**src/rtl/wb_sram_bridge_pkg.sv**
```systemverilog
// Shared definitions for the Wishbone-to-async-SRAM line bridge:
// FSM state encoding and the wait-state counter width.
package wb_sram_bridge_pkg;

  // Bridge FSM states; the encoding is visible on the debug state port.
  typedef enum logic [2:0] {
    ST_IDLE     = 3'd0,
    ST_RD_ACC   = 3'd1,
    ST_WR_SETUP = 3'd2,
    ST_WR_PULSE = 3'd3,
    ST_ACK      = 3'd4
  } state_e;

  // Wait states run 0..15, so a 4-bit down-counter covers the range.
  localparam int WS_W = 4;

endpackage

```
**src/rtl/wb_sram_bridge_beat_timer.sv**
```systemverilog
// sram_beat_timer: wait-state down-counter shared by read beats and
// write pulses. Loading value_i starts a beat of value_i+1 cycles, and
// done_o is high in the last cycle of that beat.
module sram_beat_timer
  import wb_sram_bridge_pkg::*;
#(
  parameter int W = WS_W
) (
  input  logic         clk,
  input  logic         rst_n,
  input  logic         load_i,
  input  logic [W-1:0] value_i,
  output logic         done_o
);

  logic [W-1:0] cnt_q;

  // Load at the start of a beat, otherwise count down and rest at zero.
  always_ff @(posedge clk) begin
    if (!rst_n) begin
      cnt_q <= '0;
    end else if (load_i) begin
      cnt_q <= value_i;
    end else if (cnt_q != '0) begin
      cnt_q <= cnt_q - 1'b1;
    end
  end

  assign done_o = (cnt_q == '0);

endmodule

```
**src/rtl/wb_sram_bridge.sv**
```systemverilog
// wb_sram_bridge: Wishbone classic slave that serves each bus line as a
// sequence of SRAM-word beats to an asynchronous SRAM.
// All SRAM strobes and bus outputs are registered from next-state values,
// so they change exactly at the edge where the FSM changes state.
// Optional feature macro: SRAM_BRIDGE_LINEBUF_EN (one-line read buffer).
//
// Handshake: a request is taken in IDLE when wb_stb_i & wb_cyc_i are high.
// wb_ack_o is high for exactly one cycle per completed request. Dropping
// wb_cyc_i mid-request lets the current beat finish and returns to IDLE
// with no acknowledge.
module wb_sram_bridge
  import wb_sram_bridge_pkg::*;
#(
  parameter int WB_DATA_WIDTH    = 128,
  parameter int ADDR_WIDTH       = 32,
  parameter int ADDR_GRANULARITY = 8,
  parameter int SRAM_DATA_WIDTH  = 16,
  parameter int SRAM_ADDR_WIDTH  = 20,
  parameter int WAIT_STATES      = 1
) (
  input  logic                                         clk,
  input  logic                                         rst_n,
  input  logic [ADDR_WIDTH-1:0]                        wb_adr_i,
  input  logic [WB_DATA_WIDTH-1:0]                     wb_dat_i,
  output logic [WB_DATA_WIDTH-1:0]                     wb_dat_o,
  input  logic                                         wb_we_i,
  input  logic [WB_DATA_WIDTH/ADDR_GRANULARITY-1:0]    wb_sel_i,
  input  logic                                         wb_stb_i,
  input  logic                                         wb_cyc_i,
  output logic                                         wb_ack_o,
  output logic                                         wb_err_o,
  output logic                                         wb_rty_o,
  output logic [SRAM_ADDR_WIDTH-1:0]                   sram_addr_o,
  output logic [SRAM_DATA_WIDTH-1:0]                   sram_dq_o,
  input  logic [SRAM_DATA_WIDTH-1:0]                   sram_dq_i,
  output logic                                         sram_dq_oe_o,
  output logic                                         sram_ce_n_o,
  output logic                                         sram_oe_n_o,
  output logic                                         sram_we_n_o,
  output logic [SRAM_DATA_WIDTH/ADDR_GRANULARITY-1:0]  sram_be_n_o,
  output state_e                                       dbg_state_o
);

  localparam int BEATS  = WB_DATA_WIDTH / SRAM_DATA_WIDTH;
  localparam int BEAT_W = $clog2(BEATS);
  localparam int SDW    = SRAM_DATA_WIDTH;
  localparam int LPB    = SRAM_DATA_WIDTH / ADDR_GRANULARITY;  // lanes per beat
  localparam int SEL_W  = WB_DATA_WIDTH / ADDR_GRANULARITY;
  localparam int OFS_W  = $clog2(SEL_W);                        // byte offset in line
  localparam int LINE_W = SRAM_ADDR_WIDTH - BEAT_W;             // SRAM line index

  // One enable bit per beat: a beat is live if any of its byte lanes is set.
  function automatic logic [BEATS-1:0] beat_mask(input logic [SEL_W-1:0] sel);
    logic [BEATS-1:0] m;
    for (int b = 0; b < BEATS; b++) m[b] = |sel[b*LPB +: LPB];
    return m;
  endfunction

  // First enabled beat at or after 'start'; MSB flags whether one exists.
  function automatic logic [BEAT_W:0] find_beat(input logic [BEATS-1:0] mask,
                                                input int start);
    logic [BEAT_W:0] r;
    r = '0;
    for (int b = BEATS - 1; b >= 0; b--) begin
      if (b >= start && mask[b]) r = {1'b1, BEAT_W'(b)};
    end
    return r;
  endfunction

  state_e                     state_q, state_d;
  logic [BEAT_W-1:0]          beat_q, beat_d;
  logic [LINE_W-1:0]          line_q, line_d;
  logic                       we_q, we_d;
  logic [SEL_W-1:0]           sel_q, sel_d;
  logic [WB_DATA_WIDTH-1:0]   wdat_q, wdat_d;
  logic [WB_DATA_WIDTH-1:0]   rdat_q, rdat_d;
  logic                       abort_q, abort_d;
  logic                       abort_now;
  logic [BEAT_W:0]            nb;
  logic                       tmr_load, tmr_done;
  logic [LINE_W-1:0]          req_line;
  logic                       lb_hit, lb_fill, lb_abort, lb_wr_acc;
  logic [WB_DATA_WIDTH-1:0]   lb_data;
  logic                       busy_d, wr_d;

  assign req_line = wb_adr_i[OFS_W +: LINE_W];

  // Address bits below the line and above the SRAM range are don't-care.
  wire unused_adr = ^{wb_adr_i[OFS_W-1:0], wb_adr_i[ADDR_WIDTH-1:OFS_W+LINE_W]};

  sram_beat_timer #(.W(WS_W)) u_timer (
    .clk     (clk),
    .rst_n   (rst_n),
    .load_i  (tmr_load),
    .value_i (WS_W'(WAIT_STATES)),
    .done_o  (tmr_done)
  );

`ifdef SRAM_BRIDGE_LINEBUF_EN
  logic                     lb_valid_q;
  logic [LINE_W-1:0]        lb_tag_q;
  logic [WB_DATA_WIDTH-1:0] lb_data_q;

  // Line buffer: filled by a completed read, dropped on a write to the line or an abort.
  always_ff @(posedge clk) begin
    if (!rst_n) begin
      lb_valid_q <= 1'b0;
      lb_tag_q   <= '0;
      lb_data_q  <= '0;
    end else if (lb_fill) begin
      lb_valid_q <= 1'b1;
      lb_tag_q   <= line_q;
      lb_data_q  <= rdat_d;
    end else if (lb_abort || (lb_wr_acc && lb_tag_q == req_line)) begin
      lb_valid_q <= 1'b0;
    end
  end

  assign lb_hit  = lb_valid_q && (lb_tag_q == req_line);
  assign lb_data = lb_data_q;
`else
  assign lb_hit  = 1'b0;
  assign lb_data = '0;
  wire unused_lb = lb_fill ^ lb_abort ^ lb_wr_acc;
`endif

  // Request and beat registers, FSM state.
  always_ff @(posedge clk) begin
    if (!rst_n) begin
      state_q <= ST_IDLE;
      beat_q  <= '0;
      line_q  <= '0;
      we_q    <= 1'b0;
      sel_q   <= '0;
      wdat_q  <= '0;
      rdat_q  <= '0;
      abort_q <= 1'b0;
    end else begin
      state_q <= state_d;
      beat_q  <= beat_d;
      line_q  <= line_d;
      we_q    <= we_d;
      sel_q   <= sel_d;
      wdat_q  <= wdat_d;
      rdat_q  <= rdat_d;
      abort_q <= abort_d;
    end
  end

  // Next-state logic: acceptance, beat sequencing, abort handling.
  always_comb begin
    state_d   = state_q;
    beat_d    = beat_q;
    line_d    = line_q;
    we_d      = we_q;
    sel_d     = sel_q;
    wdat_d    = wdat_q;
    rdat_d    = rdat_q;
    abort_now = abort_q | ~wb_cyc_i;
    abort_d   = abort_now;
    tmr_load  = 1'b0;
    lb_fill   = 1'b0;
    lb_abort  = 1'b0;
    lb_wr_acc = 1'b0;
    nb        = '0;
    case (state_q)
      ST_IDLE: begin
        abort_d = 1'b0;
        if (wb_stb_i && wb_cyc_i) begin
          line_d = req_line;
          we_d   = wb_we_i;
          sel_d  = wb_sel_i;
          wdat_d = wb_dat_i;
          if (wb_we_i) begin
            lb_wr_acc = 1'b1;
            nb = find_beat(beat_mask(wb_sel_i), 0);
            if (nb[BEAT_W]) begin
              state_d = ST_WR_SETUP;
              beat_d  = nb[BEAT_W-1:0];
            end else begin
              state_d = ST_ACK;
            end
          end else if (lb_hit) begin
            state_d = ST_ACK;
            rdat_d  = lb_data;
          end else begin
            state_d  = ST_RD_ACC;
            beat_d   = '0;
            tmr_load = 1'b1;
          end
        end
      end
      ST_RD_ACC: begin
        if (tmr_done) begin
          rdat_d[beat_q*SDW +: SDW] = sram_dq_i;
          if (abort_now) begin
            state_d  = ST_IDLE;
            lb_abort = 1'b1;
          end else if (beat_q == BEAT_W'(BEATS - 1)) begin
            state_d = ST_ACK;
            lb_fill = 1'b1;
          end else begin
            beat_d   = beat_q + 1'b1;
            tmr_load = 1'b1;
          end
        end
      end
      ST_WR_SETUP: begin
        state_d  = ST_WR_PULSE;
        tmr_load = 1'b1;
      end
      ST_WR_PULSE: begin
        if (tmr_done) begin
          if (abort_now) begin
            state_d  = ST_IDLE;
            lb_abort = 1'b1;
          end else begin
            nb = find_beat(beat_mask(sel_q), int'(beat_q) + 1);
            if (nb[BEAT_W]) begin
              state_d = ST_WR_SETUP;
              beat_d  = nb[BEAT_W-1:0];
            end else begin
              state_d = ST_ACK;
            end
          end
        end
      end
      ST_ACK: begin
        state_d = ST_IDLE;
      end
      default: begin
        state_d = ST_IDLE;
      end
    endcase
  end

  assign busy_d = (state_d == ST_RD_ACC) || (state_d == ST_WR_SETUP) ||
                  (state_d == ST_WR_PULSE);
  assign wr_d   = (state_d == ST_WR_SETUP) || (state_d == ST_WR_PULSE);

  // Registered bus and SRAM outputs, derived from the state being entered.
  always_ff @(posedge clk) begin
    if (!rst_n) begin
      wb_ack_o     <= 1'b0;
      wb_dat_o     <= '0;
      sram_ce_n_o  <= 1'b1;
      sram_oe_n_o  <= 1'b1;
      sram_we_n_o  <= 1'b1;
      sram_be_n_o  <= '1;
      sram_dq_oe_o <= 1'b0;
      sram_addr_o  <= '0;
      sram_dq_o    <= '0;
    end else begin
      wb_ack_o     <= (state_d == ST_ACK);
      wb_dat_o     <= (state_d == ST_ACK && !we_d) ? rdat_d : '0;
      sram_ce_n_o  <= ~busy_d;
      sram_oe_n_o  <= (state_d != ST_RD_ACC);
      sram_we_n_o  <= (state_d != ST_WR_PULSE);
      sram_dq_oe_o <= wr_d;
      if (state_d == ST_RD_ACC) begin
        sram_be_n_o <= '0;
      end else if (wr_d) begin
        sram_be_n_o <= ~sel_d[beat_d*LPB +: LPB];
      end else begin
        sram_be_n_o <= '1;
      end
      if (busy_d) sram_addr_o <= {line_d, beat_d};
      if (wr_d)   sram_dq_o   <= wdat_d[beat_d*SDW +: SDW];
    end
  end

  assign wb_err_o    = 1'b0;
  assign wb_rty_o    = 1'b0;
  assign dbg_state_o = state_q;

endmodule

```
**config.mk**
```make
export PLATFORM = sky130hd
export DESIGN_NAME = wb_sram_bridge
export DESIGN_NICKNAME = d
export VERILOG_FILES = /design/src/rtl/wb_sram_bridge_pkg.sv /design/src/rtl/wb_sram_bridge_beat_timer.sv /design/src/rtl/wb_sram_bridge.sv
export SDC_FILE = /design/constraint.sdc
export NUM_CORES = 1
export LEC_CHECK = 0
export BUFFER_PORTS_ARGS = -buffer_cell sky130_fd_sc_hd__buf_2
export CAP_MARGIN = 40
export CORE_MARGIN = 8
export CORE_UTILIZATION = 34
export CTS_BUF_LIST = sky130_fd_sc_hd__clkbuf_4 sky130_fd_sc_hd__clkbuf_8
export DETAILED_ROUTE_END_ITERATION = 6
export PLACE_DENSITY_LB_ADDON = 0.08
export SYNTH_ARGS = -nofsm -noshare
export SYNTH_HDL_FRONTEND = slang
export SYNTH_HIERARCHICAL = 1
export SYNTH_SLANG_ARGS = --single-unit
```
**constraint.sdc**
```tcl
create_clock -name clk -period 3.96 [get_ports clk]
set_input_delay 0.594 -clock clk [delete_from_list [all_inputs] [get_ports clk]]
set_output_delay 0.594 -clock clk [all_outputs]
set_load 0.05 [all_outputs]
```
### After elaboration in Yosys (flattened, before gate mapping)

Cells that the tools add are included.

| operators by class | value |
|---|---|
| $add $sub $neg | 4 |
| shift-type cells | 4 |
| bitwise logic cells | 5 |
| multiplexer cells | 63 |
| reduce and logical (&&, ||, !) cells | 37 |
| eq/ne operators | 10 |
| magnitude comparators | 8 |

Operators with widths:

| operator | count |
|---|---|
| $mux W128 | 4 |
| $bwmux W128 | 1 |
| $shift A16 B34 Y128 const A | 1 |
| $shiftx A128 B8 Y16 | 1 |
| $shiftx A16 B34 Y128 | 1 |
| $mux W4 | 22 |
| $mux W3 | 18 |
| $reduce_or A2 Y1 | 18 |
| $mux W17 | 2 |
| $neg A7 Y34 | 1 |
| $mux W16 | 2 |
| $ge A3 B4 Y1 const A | 4 |
| $shiftx A16 B5 Y2 | 1 |
| $eq A3 B2 Y1 const B | 4 |
| $pmux W3 S4 | 1 |
| $logic_and A1 B1 Y1 | 10 |
| $mux W1 | 9 |
| $pmux W3 S3 | 1 |
| $ge A1 B4 Y1 const A | 2 |
| $ge A2 B4 Y1 const A | 2 |
| $eq A3 B1 Y1 const B | 2 |
| $eq A3 B3 Y1 const B | 2 |
| $add A3 B1 Y4 const B | 1 |
| $logic_not A4 Y1 | 1 |
| 15 further kinds | 20 |

| word-level totals | value |
|---|---|
| word-level logic and storage cells | 150 |
| output and inout bits | 176 |
| register bits | 472 |

### Depth between registers and ports, before layout

Gate-level depths: netlist of the first run.

| logic depth | value |
|---|---|
| word-level depth | 22 |
| gate-level depth with buffers | 18 |
| gate-level depth less buffers | 13 |

### Cells and area by module

Netlist of the first run, hierarchy kept.

By module, submodules not included:

| module | area an instance (um2) | cells an instance | times used |
|---|---|---|---|
| wb_sram_bridge | 18416.4 | 2268 | 1 |
| sram_beat_timer | 230.2 | 23 | 1 |

### Least setup slack after synthesis of the first run

No wires, ideal clock.

| timing path | value |
|---|---|
| path type | register to register |
| start | register beat_q[0] |
| end | register sram_be_n_o[1] |
| data required time | 3.828 ns |
| cell stages (with the launch flop) | 14 |
| library setup time | 0.132 ns |
| data arrival time | 3.269 ns |
| path slack | 0.559 ns |
| cell sequence | dfxtp_1 > clkbuf_1 > inv_1 > ha_1 > clkbuf_1 > o2bb2ai_1 > a32oi_1 > or4_1 > and3_1 > a21oi_2 > buf_2 > mux2_2 > a2bb2oi_1 > a31oi_1 |

| between the ends | value |
|---|---|
| cells in the longest elaborated chain, start to end | 22 |
| elaborated cells between the ends (all ways) | 55 |
| classes of those cells | add/sub: 2; order compare: 8; eq/ne: 4; shift: 1; mux: 30; bitwise: 1; reduce/logical: 9 |

Ends and longest elaborated chain:

| what | line | RTL |
|---|---|---|
| from (decl) | wb_sram_bridge.sv:71 | `logic [BEAT_W-1:0] beat_q, beat_d;` |
| from (signal assigned) | wb_sram_bridge.sv:140 | `beat_q <= beat_d;` |
| $add A3 B1 Y4 | wb_sram_bridge.sv:218 | `nb = find_beat(beat_mask(sel_q), int'(beat_q) + 1);` |
| $ge A3 B4 Y1 | wb_sram_bridge.sv:65 | `if (b >= start && mask[b]) r = {1'b1, BEAT_W'(b)};` |
| $logic_and A1 B1 Y1 | wb_sram_bridge.sv:65 |  |
| $mux W4 (8 in series) | wb_sram_bridge.sv:65 |  |
| $mux W4 | wb_sram_bridge.sv:214 | `if (abort_now) begin` |
| $mux W4 | wb_sram_bridge.sv:213 | `if (tmr_done) begin` |
| $mux W4 | wb_sram_bridge.sv:166 | `case (state_q)` |
| $mux W3 | wb_sram_bridge.sv:219 | `if (nb[BEAT_W]) begin` |
| $mux W3 | wb_sram_bridge.sv:214 |  |
| $mux W3 | wb_sram_bridge.sv:213 |  |
| $pmux W3 S3 / $pmux W3 S4 (equally long branches) | wb_sram_bridge.sv:166 |  |
| $shiftx A16 B5 Y2 / $eq A3 B2 Y1 (equally long branches) | wb_sram_bridge.sv:263, wb_sram_bridge.sv:239 |  |
| $not A2 Y2 / $logic_or A1 B1 Y1 (equally long branches) | wb_sram_bridge.sv:263, wb_sram_bridge.sv:239 |  |
| $mux W2 | wb_sram_bridge.sv:262 | `end else if (wr_d) begin` |
| $mux W2 (*) | wb_sram_bridge.sv:260 | `if (state_d == ST_RD_ACC) begin` |
| to (signal assigned) | wb_sram_bridge.sv:263 | `sram_be_n_o <= ~sel_d[beat_d*LPB +: LPB];` |
| to (decl) | wb_sram_bridge.sv:40 | `output logic [SRAM_DATA_WIDTH/ADDR_GRANULARITY-1:0] sram_be_n_o,` |

Mark *: on every way between the ends. The rest lies on a longest branch, timed or not. The select of a mux whose other input is x is not followed.
A chain may end at the register's enable or synchronous reset.

### Final worst setup path of the first run

| timing path | value |
|---|---|
| start | register beat_q[0] |
| end | register sram_dq_o[10] |

| between the ends | value |
|---|---|
| cells in the longest elaborated chain, start to end | 20 |
| elaborated cells between the ends (all ways) | 51 |
| classes of those cells | add/sub: 2; order compare: 8; eq/ne: 3; shift: 1; mux: 28; reduce/logical: 9 |

Ends and longest elaborated chain:

| what | line | RTL |
|---|---|---|
| branches (longest 20 deep; another with $add A3 B1 Y4) | -- |  |
| to (signal assigned) | wb_sram_bridge.sv:268 | `if (wr_d) sram_dq_o <= wdat_d[beat_d*SDW +: SDW];` |
| to (decl) | wb_sram_bridge.sv:34 | `output logic [SRAM_DATA_WIDTH-1:0] sram_dq_o,` |

Several ways; the timed one is not identified. The select of a mux whose other input is x is not followed.

==> results of run 1 <==
[flip-flops by register name, indices dropped and copies added (netlist names), 2 cells and up]
| name | count |
|---|---|
| sram_be_n_o | 2 |
| wb_dat_o | 128 |
| u_timer/cnt_q | 4 |
| dbg_state_o | 3 |
| beat_q | 3 |
| rdat_q | 128 |
| sel_q | 16 |
| wdat_q | 128 |
| sram_dq_o | 16 |
| line_q | 17 |
| sram_addr_o | 20 |
[cells in the final DEF (no fill, tap or decap), drive strengths merged, types with 8 or more instances in the layout]
cell,netlist,layout
nand2,495,495
dfxtp,472,472
nor2,422,422
buf,30,403
a21oi,298,298
mux2i,155,155
clkbuf,134,138
nand3,69,69
o21ai,26,26
and3,24,24
a211oi,22,22
inv,14,18
a2111oi,17,17
ha,9,9
nand2b,8,8
[power groups by stage]
stage	Combinational (µW)	Sequential (µW)	Clock (µW)
after floorplan	1030	5370	0
after global placement	1840	5150	0
after detailed placement	1870	5160	0
after CTS	1870	5050	5060
after global routing	2030	5070	5270
final	1870	5050	4870
[cell families (layout without fill, tap and decap cells)]
logic type      Yosys count  in the layout
simple gates           1061           1061
flops                   472            472
compound gates          407            407
buf+inv                 178            566
mux                     160            160
fa+ha+maj                 9              9
other cells               2              9
xor+xnor                  2              2
[final cells by class]
cell class,instances,share of cell area (%)
Antenna cell,3,0.0326
Clock buffer,137,7.37
Clock inverter,11,0.548
Inverter,14,0.261
Multi-Input combinational cell,1645,36.8
Sequential cell,472,41.0
Tap cell,704,3.82
Timing Repair Buffer,404,10.2
[per-layer routing]
layer | vias up | wire length [µm]
met4 | 12 | 1780
li1 | 8293 | -
met5 | - | 70
met2 | 493 | 29400
met3 | 118 | 4360
met1 | 7861 | 27400
[metrics by stage]
stage / hold WS [ns] / power (µW) / util (%)
2_1_floorplan: 0.433 / 6400 / -
3_3_place_gp: 0.439 / 6990 / 38.7
3_5_place_dp: 0.447 / 7020 / 38.7
4_1_cts: 0.0869 / 12000 / 42.1
5_1_grt: 0.118 / 12400 / 42.2
6_report: 0.172 / 11800 / 42.2
[tightest hold or removal path: cells and delay by family]
| kind | cells | cell delay, ns |
|---|---|---|
| buf+inv | 1 | 0.07 |
| mux | 1 | 0.07 |
| simple gates | 1 | 0.08 |
[worst max-delay path by stage]
stage | from | endpoint | slack [ns] | cells past startpoint
after floorplan | beat_q[0] | sram_be_n_o[1] | 0.56 | 13
after global placement | beat_q[0] | sram_dq_o[12] | 0.19 | 15
after detailed placement | beat_q[0] | sram_dq_o[10] | 0.13 | 15
after CTS | beat_q[0] | sram_dq_o[10] | 0.07 | 15
after global routing | beat_q[0] | sram_dq_o[5] | 0.002 | 14
final | beat_q[0] | sram_dq_o[10] | 0.28 | 15
[repair_timing]
item	CTS	global route
buffers inserted	0	2
gates resized for setup	0	3
setup endpoints to repair	0	16
hold buffers	0	0
==> impl_results.md, run 1 <==
- Status: finished clean
- FILL cells: 5684
- Element type at the critical path end: flip-flop
- Sequential Power Share: 42.9%
- GRT Overall Usage: 19.3%
- Area growth from synthesis to layout: 23.6%
- M3 GR Usage: 5.71%
- WP buf/inv: 3
- Final Max Tran Viols: 0
- Crit-path slowest cell: dfxtp_2
- Post-synth cell types: 70
- Yosys top cell area share: 50.7%
- CTS Buffer Depth: 3
- Gr ovfl total: 0
- CTS tree: done
- I/O Buffers: 355
- Post-synthesis mux area share: 8.62%
- Unrepaired setup endpoints after global routing: no
- Hold path depth: 3
- Layout cells sized above 1: 21.9%
- Leakage power: 0.00938 µW
- Clock Latency Late Sink: 0.67 ns
- Worst setup margin: 0.281 ns
- DRC viols: 0
- Synth Warn #: 6
- Dpl cell area: 0.0212 mm²
- # clock sinks: 472
- Critical path's most frequent cell: mux2i_1
- Starting Density: 34.1%
- First-pass GRT wire length: 95700 µm
- GRT busiest layer: met2
- Clock share of power: 41.3%
- Placer congestion estimate: 0.846
- Comb power frac: 15.8%
- Top cells by count, synth: nand2_1, dfxtp_1, nor2_1
- Setup violators final: 0
- Cell Pwr Density: 512 mW/mm²
- Area share of fa/ha/maj cells after synthesis: 0.604%
- Synthesized instance count: 2291
- Startpoint types: flip-flop
- Dominant cell type by area after synthesis: dfxtp_1
- Worst-margin pin slew: 0.782 ns
- Worst Path Arrival: 4.23 ns
- FFs w/ async S/R, synth: 0%
- Largest family of logic cells by synthesized area: simple AND/OR/NAND/NOR gates
- Period utilisation layout: 92.9%
- Vias in the first global route: 16400
- Yosys reg bits: 472
- CTS root buffer: clkbuf_8
- Max cap viols: 0
- Die Wd: 250 µm
- Xor and xnor area share after synthesis: 0.0939%
- Antenna viol nets, final: 0
- Crit-path max FO: 25
- Synth Area in Compound Gates: 12.9%
- Slew margin rel.: 47.8%
- FP Rows: 86
- Crit-path cells: ha_1, inv_1, ha_2, nand3b_1, a2bb2o_1, a221oi_1, o21ai_0, nand4_1, and2_4, buf_12, mux2i_1, mux2i_1, mux2i_1, buf_4, a2111oi_2
- DR pass1 iterations: 5
- CORE AREA: 0.0547 mm²
- Fin crit period: 3.68 ns
- Fmax: 0.272 GHz
- Final non-filler cell total: 3390
- Via/cell ratio: 4.95
- GR Layer Usage met2: 31.6%
- Worst Hold Path EP: line_q[11]
- Peak VDD IR: 0.261 mV
- Hold Fails Final Rpt: 0
- Mapped cell area: 0.0186 mm²
- HPWL Detailed: 42600 µm
- Synth top area cells: dfxtp_1, nand2_1, nor2_1
- Reg2reg path depth: 15
- I/O pin total: 373
- Clock skew: 0.0349 ns
- Internal power: 8380 µW
- CP top delay family: compound AO/OA/AOI/OAI gates
- Clk slew on worst S/H paths: 0.06 ns
- Die area: 0.0626 mm²
- Hold wc startpoint: wb_adr_i[15]
- Top_reg_cell synth: dfxtp_1
- Initial antenna violation count: 8
- DRT iter0 DRCs: 976
- Reg area: 0.00945 mm²
- Sw frac: 28.9%
- Placed Instances: 3236
- Die extent in y: 250 µm
- Hold WC Path Type: input pin to flip-flop
- Top-count cell post-synth: nand2_1
- Average wire per standard cell: 18.6 µm
- Routed WL: 63000 µm
- Total negative slack: 0 ns
- Htree depth: 3
- CTS buffer count: 86
- Max incr delay on CP: 0.41 ns
- R2r endpoint: sram_dq_o[10]
- Vias: 16800
- Largest net degree at the start of global routing: 129
- Multi-input gate area: 0.00848 mm²
- Post-synth EDFFs: 0
- Place WS: 0.133 ns
- M1 GR Usage: 24.0%
- Critical Path RT: 4.51 ns
- Synth Area per Inst: 8.14 µm²
- Final #Nets: 2829
- Register area share after synthesis: 50.7%
- Reg-to-Reg Start: beat_q[0]
- Kind of critical path: flip-flop to flip-flop
- Internal reg-to-reg setup slack: 0.28 ns
- Switching power: 3410 µW
- Fin area: 0.0230 mm²
- Post-synthesis simple-gate area fraction: 23.0%
Note: power is estimated with default switching activity, not from simulation.
==> inputs of run 2 (changes only) <==
clock period = 4.5 ns   (was 3.96 ns; I/O delays follow)
==> run 2 against run 1 <==
Compared with the run above: largest power group is now the clock network; sequential cell count unchanged; critical path depth fell by 1; maximum frequency fell by 7.0%; final cell count increased by 0.15%; highest routed layer unchanged; routed wire length fell by 0.61%.
==> impl_results.md, run 2 (synthesis gave the netlist of run 1 again) <==
- Most frequent cells in the layout: nand2_1, dfxtp_1, nor2_1 (unchanged)
- Crit-path slowest cell: a2111oi_1 (was dfxtp_2)
- Cts repair resizes: 0 (unchanged)
- Die Wd: 250 µm (unchanged)
- Hold path depth: 3 (unchanged)
- Hold wc startpoint: wb_dat_i[31] (was wb_adr_i[15])
- CORE AREA: 0.0547 mm² (unchanged)
- CTS buffer count: 85 (was 86)
- Switching power: 3040 µW (was 3410 µW)
- Worst-margin pin slew: 0.791 ns (was 0.782 ns)
- Clk slew on worst S/H paths: 0.06 ns (about the same)
- Total negative slack: 0 ns (unchanged)
- Antenna viol nets, final: 0 (unchanged)
- Peak VDD IR: 0.267 mV (was 0.261 mV)
- FILL cells: 5607 (was 5684)
- Crit-path cells: buf_4, inv_1, ha_1, nor2b_1, o21ai_0, a221oi_1, o21ai_0, nand4_1, and2_4, buf_12, mux2i_1, mux2i_1, mux2i_1, a2111oi_1 (was ha_1, inv_1, ha_2, nand3b_1, a2bb2o_1, a221oi_1, o21ai_0, nand4_1, and2_4, buf_12, mux2i_1, mux2i_1, mux2i_1, buf_4, a2111oi_2)
- Period utilisation layout: 87.9% (was 92.9%)
- Final non-filler cell total: 3395 (was 3390)
- Worst setup margin: 0.546 ns (was 0.281 ns)
- # hold bufs at CTS: 0 (unchanged)
- Critical path's most frequent cell: mux2i_1 (unchanged)
- Max incr delay on CP: 0.43 ns (was 0.41 ns)
- Postcts setup bufs: 0 (unchanged)
- CTS Buffer Depth: 3 (unchanged)
- Sequential Power Share: 42.1% (was 42.9%)
- Area growth from synthesis to layout: 24.3% (was 23.6%)
- Crit-path max FO: 32 (was 25)
- Largest regs: rdat_q (128), wb_dat_o (128), wdat_q (128) (unchanged)
- DR pass1 iterations: 7 (was 5)
- Vias in the first global route: 16400 (about the same)
- Gr ovfl total: 0 (unchanged)
- WP buf/inv: 3 (unchanged)
- I/O Buffers: 355 (unchanged)
- Max cap viols: 0 (unchanged)
- Unrepaired setup endpoints after global routing: no (unchanged)
- Setup violators final: 0 (unchanged)
- Die area: 0.0626 mm² (unchanged)
- FP Rows: 86 (unchanged)
- Largest net degree at the start of global routing: 125 (was 129)
- HPWL Detailed: 43700 µm (was 42600 µm)
- CTS tree: done (unchanged)
- Starting Density: 34.1% (unchanged)
- I/O pin total: 373 (unchanged)
- GRT Overall Usage: 19.1% (was 19.3%)
- CTS root buffer: clkbuf_8 (unchanged)
- Average wire per standard cell: 18.5 µm (was 18.6 µm)
- Reg-to-Reg Start: beat_q[0] (unchanged)
- Die extent in y: 250 µm (unchanged)
- Final hold slack: 0.233 ns (was 0.172 ns)
- Vias: 16700 (was 16800)
- Fin area: 0.0232 mm² (was 0.0230 mm²)
- R2r endpoint: sram_dq_o[4] (was sram_dq_o[10])
- Sw frac: 28.8% (was 28.9%)
- Hold WC Path Type: input pin to flip-flop (unchanged)
- Worst Path Arrival: 4.50 ns (was 4.23 ns)
- Cell Pwr Density: 456 mW/mm² (was 512 mW/mm²)
- Final Max Tran Viols: 0 (unchanged)
- Clock share of power: 42.5% (was 41.3%)
- Reg area: 0.00945 mm² (about the same)
- DRC viols: 0 (unchanged)
- Worst Hold Path EP: wdat_q[31] (was line_q[11])
- Dpl cell area: 0.0212 mm² (about the same)
- Critical Path RT: 5.05 ns (was 4.51 ns)
- Htree depth: 3 (unchanged)
- Fin crit period: 3.95 ns (was 3.68 ns)
- Kind of critical path: flip-flop to flip-flop (unchanged)
- Stages on the worst setup path: 14 (was 15)
- Reg2reg path depth: 14 (was 15)
- Internal power: 7520 µW (was 8380 µW)
- Clock skew: 0.0474 ns (was 0.0349 ns)
- Placer congestion estimate: 0.806 (was 0.846)
- Place WS: 0.529 ns (was 0.133 ns)
- Internal reg-to-reg setup slack: 0.55 ns (was 0.28 ns)
- Routed WL: 62600 µm (was 63000 µm)
- # clock sinks: 472 (unchanged)
- Hold Fails Final Rpt: 0 (unchanged)
- Via/cell ratio: 4.91 (was 4.95)
- First-pass GRT wire length: 94900 µm (was 95700 µm)
- Initial antenna violation count: 5 (was 8)
- DRT iter0 DRCs: 827 (was 976)
- Fmax: 0.253 GHz (was 0.272 GHz)
- Status: finished clean (unchanged)
- Comb power frac: 15.3% (was 15.8%)
- Element type at the critical path end: flip-flop (unchanged)
- Placed Instances: 3241 (was 3236)
- Crit path from: beat_q[0] (unchanged)
- Most common cell after layout, fill and taps aside: nand2_1 (unchanged)
- Clock Latency Late Sink: 0.69 ns (was 0.67 ns)
- CP top delay family: compound AO/OA/AOI/OAI gates (unchanged)
- Slew margin rel.: 47.1% (was 47.8%)
- Startpoint types: flip-flop (unchanged)
- Final #Nets: 2830 (was 2829)
- Multi-input gate area: 0.00848 mm² (about the same)
- Layout cells sized above 1: 22.0% (was 21.9%)
- Leakage power: 0.00945 µW (was 0.00938 µW)
## run 2: cell types whose count changed in the layout (fill, tap and decap cells not counted), moves of 3 or more
cell        previous run  this run
clkinvlp_4             0         3
buf_12                12         9
bufinv_16              1         4
clkinv_2               5        11
clkbuf_4              30        21
buf_8                  1         4
## run 2: power groups by stage
stage,Clock (µW),Combinational (µW),Sequential [µW]
after floorplan,0,903,4730
after global placement,0,1600,4530
after detailed placement,0,1640,4540
after CTS,4630,1640,4450
after global routing,4830,1760,4470
final,4490,1620,4450
## run 2: through the flow
stage | power, µW | util [%]
3_3_place_gp | 6130 | 38.5
5_1_grt | 11100 | 42.4
4_1_cts | 10700 | 42.4
3_5_place_dp | 6180 | 38.8
2_1_floorplan | 5630 | -
6_report | 10600 | 42.4
## run 2: worst max-delay path by stage
stage                endpoint
4_1_cts          sram_dq_o[4]
5_1_grt          sram_dq_o[4]
6_report         sram_dq_o[4]
3_3_place_gp     sram_dq_o[9]
2_1_floorplan  sram_be_n_o[1]
3_5_place_dp     sram_dq_o[1]
## run 2: area by class of cell
type,count,share of cell area (%)
antenna,1,0.0108
clock buffer,130,7.15
clock inverter,23,1.20
inverter,14,0.259
multi-input combinational,1645,36.6
sequential,472,40.8
tap,704,3.80
timing repair buffer,406,10.2
## run 2: worst register-to-register path, delay by kind of cell (launching register included)
kind	cells	cell delay [ns]
AND/OR/NAND/NOR	3	0.88
multiplexers	3	0.51
buffers and inverters	3	0.69
adder cells (fa/ha/maj)	1	0.31
AO/OA/AOI/OAI	4	1.05
flip-flops	1	0.38
## run 2: per-layer routing
| layer | track usage [%] | routed length (µm) |
|---|---|---|
| met5 | 0 | 46 |
| met4 | 6.57 | 1720 |
| met3 | 5.75 | 4020 |
| met2 | 31.7 | 29600 |
| met1 | 23.5 | 27300 |
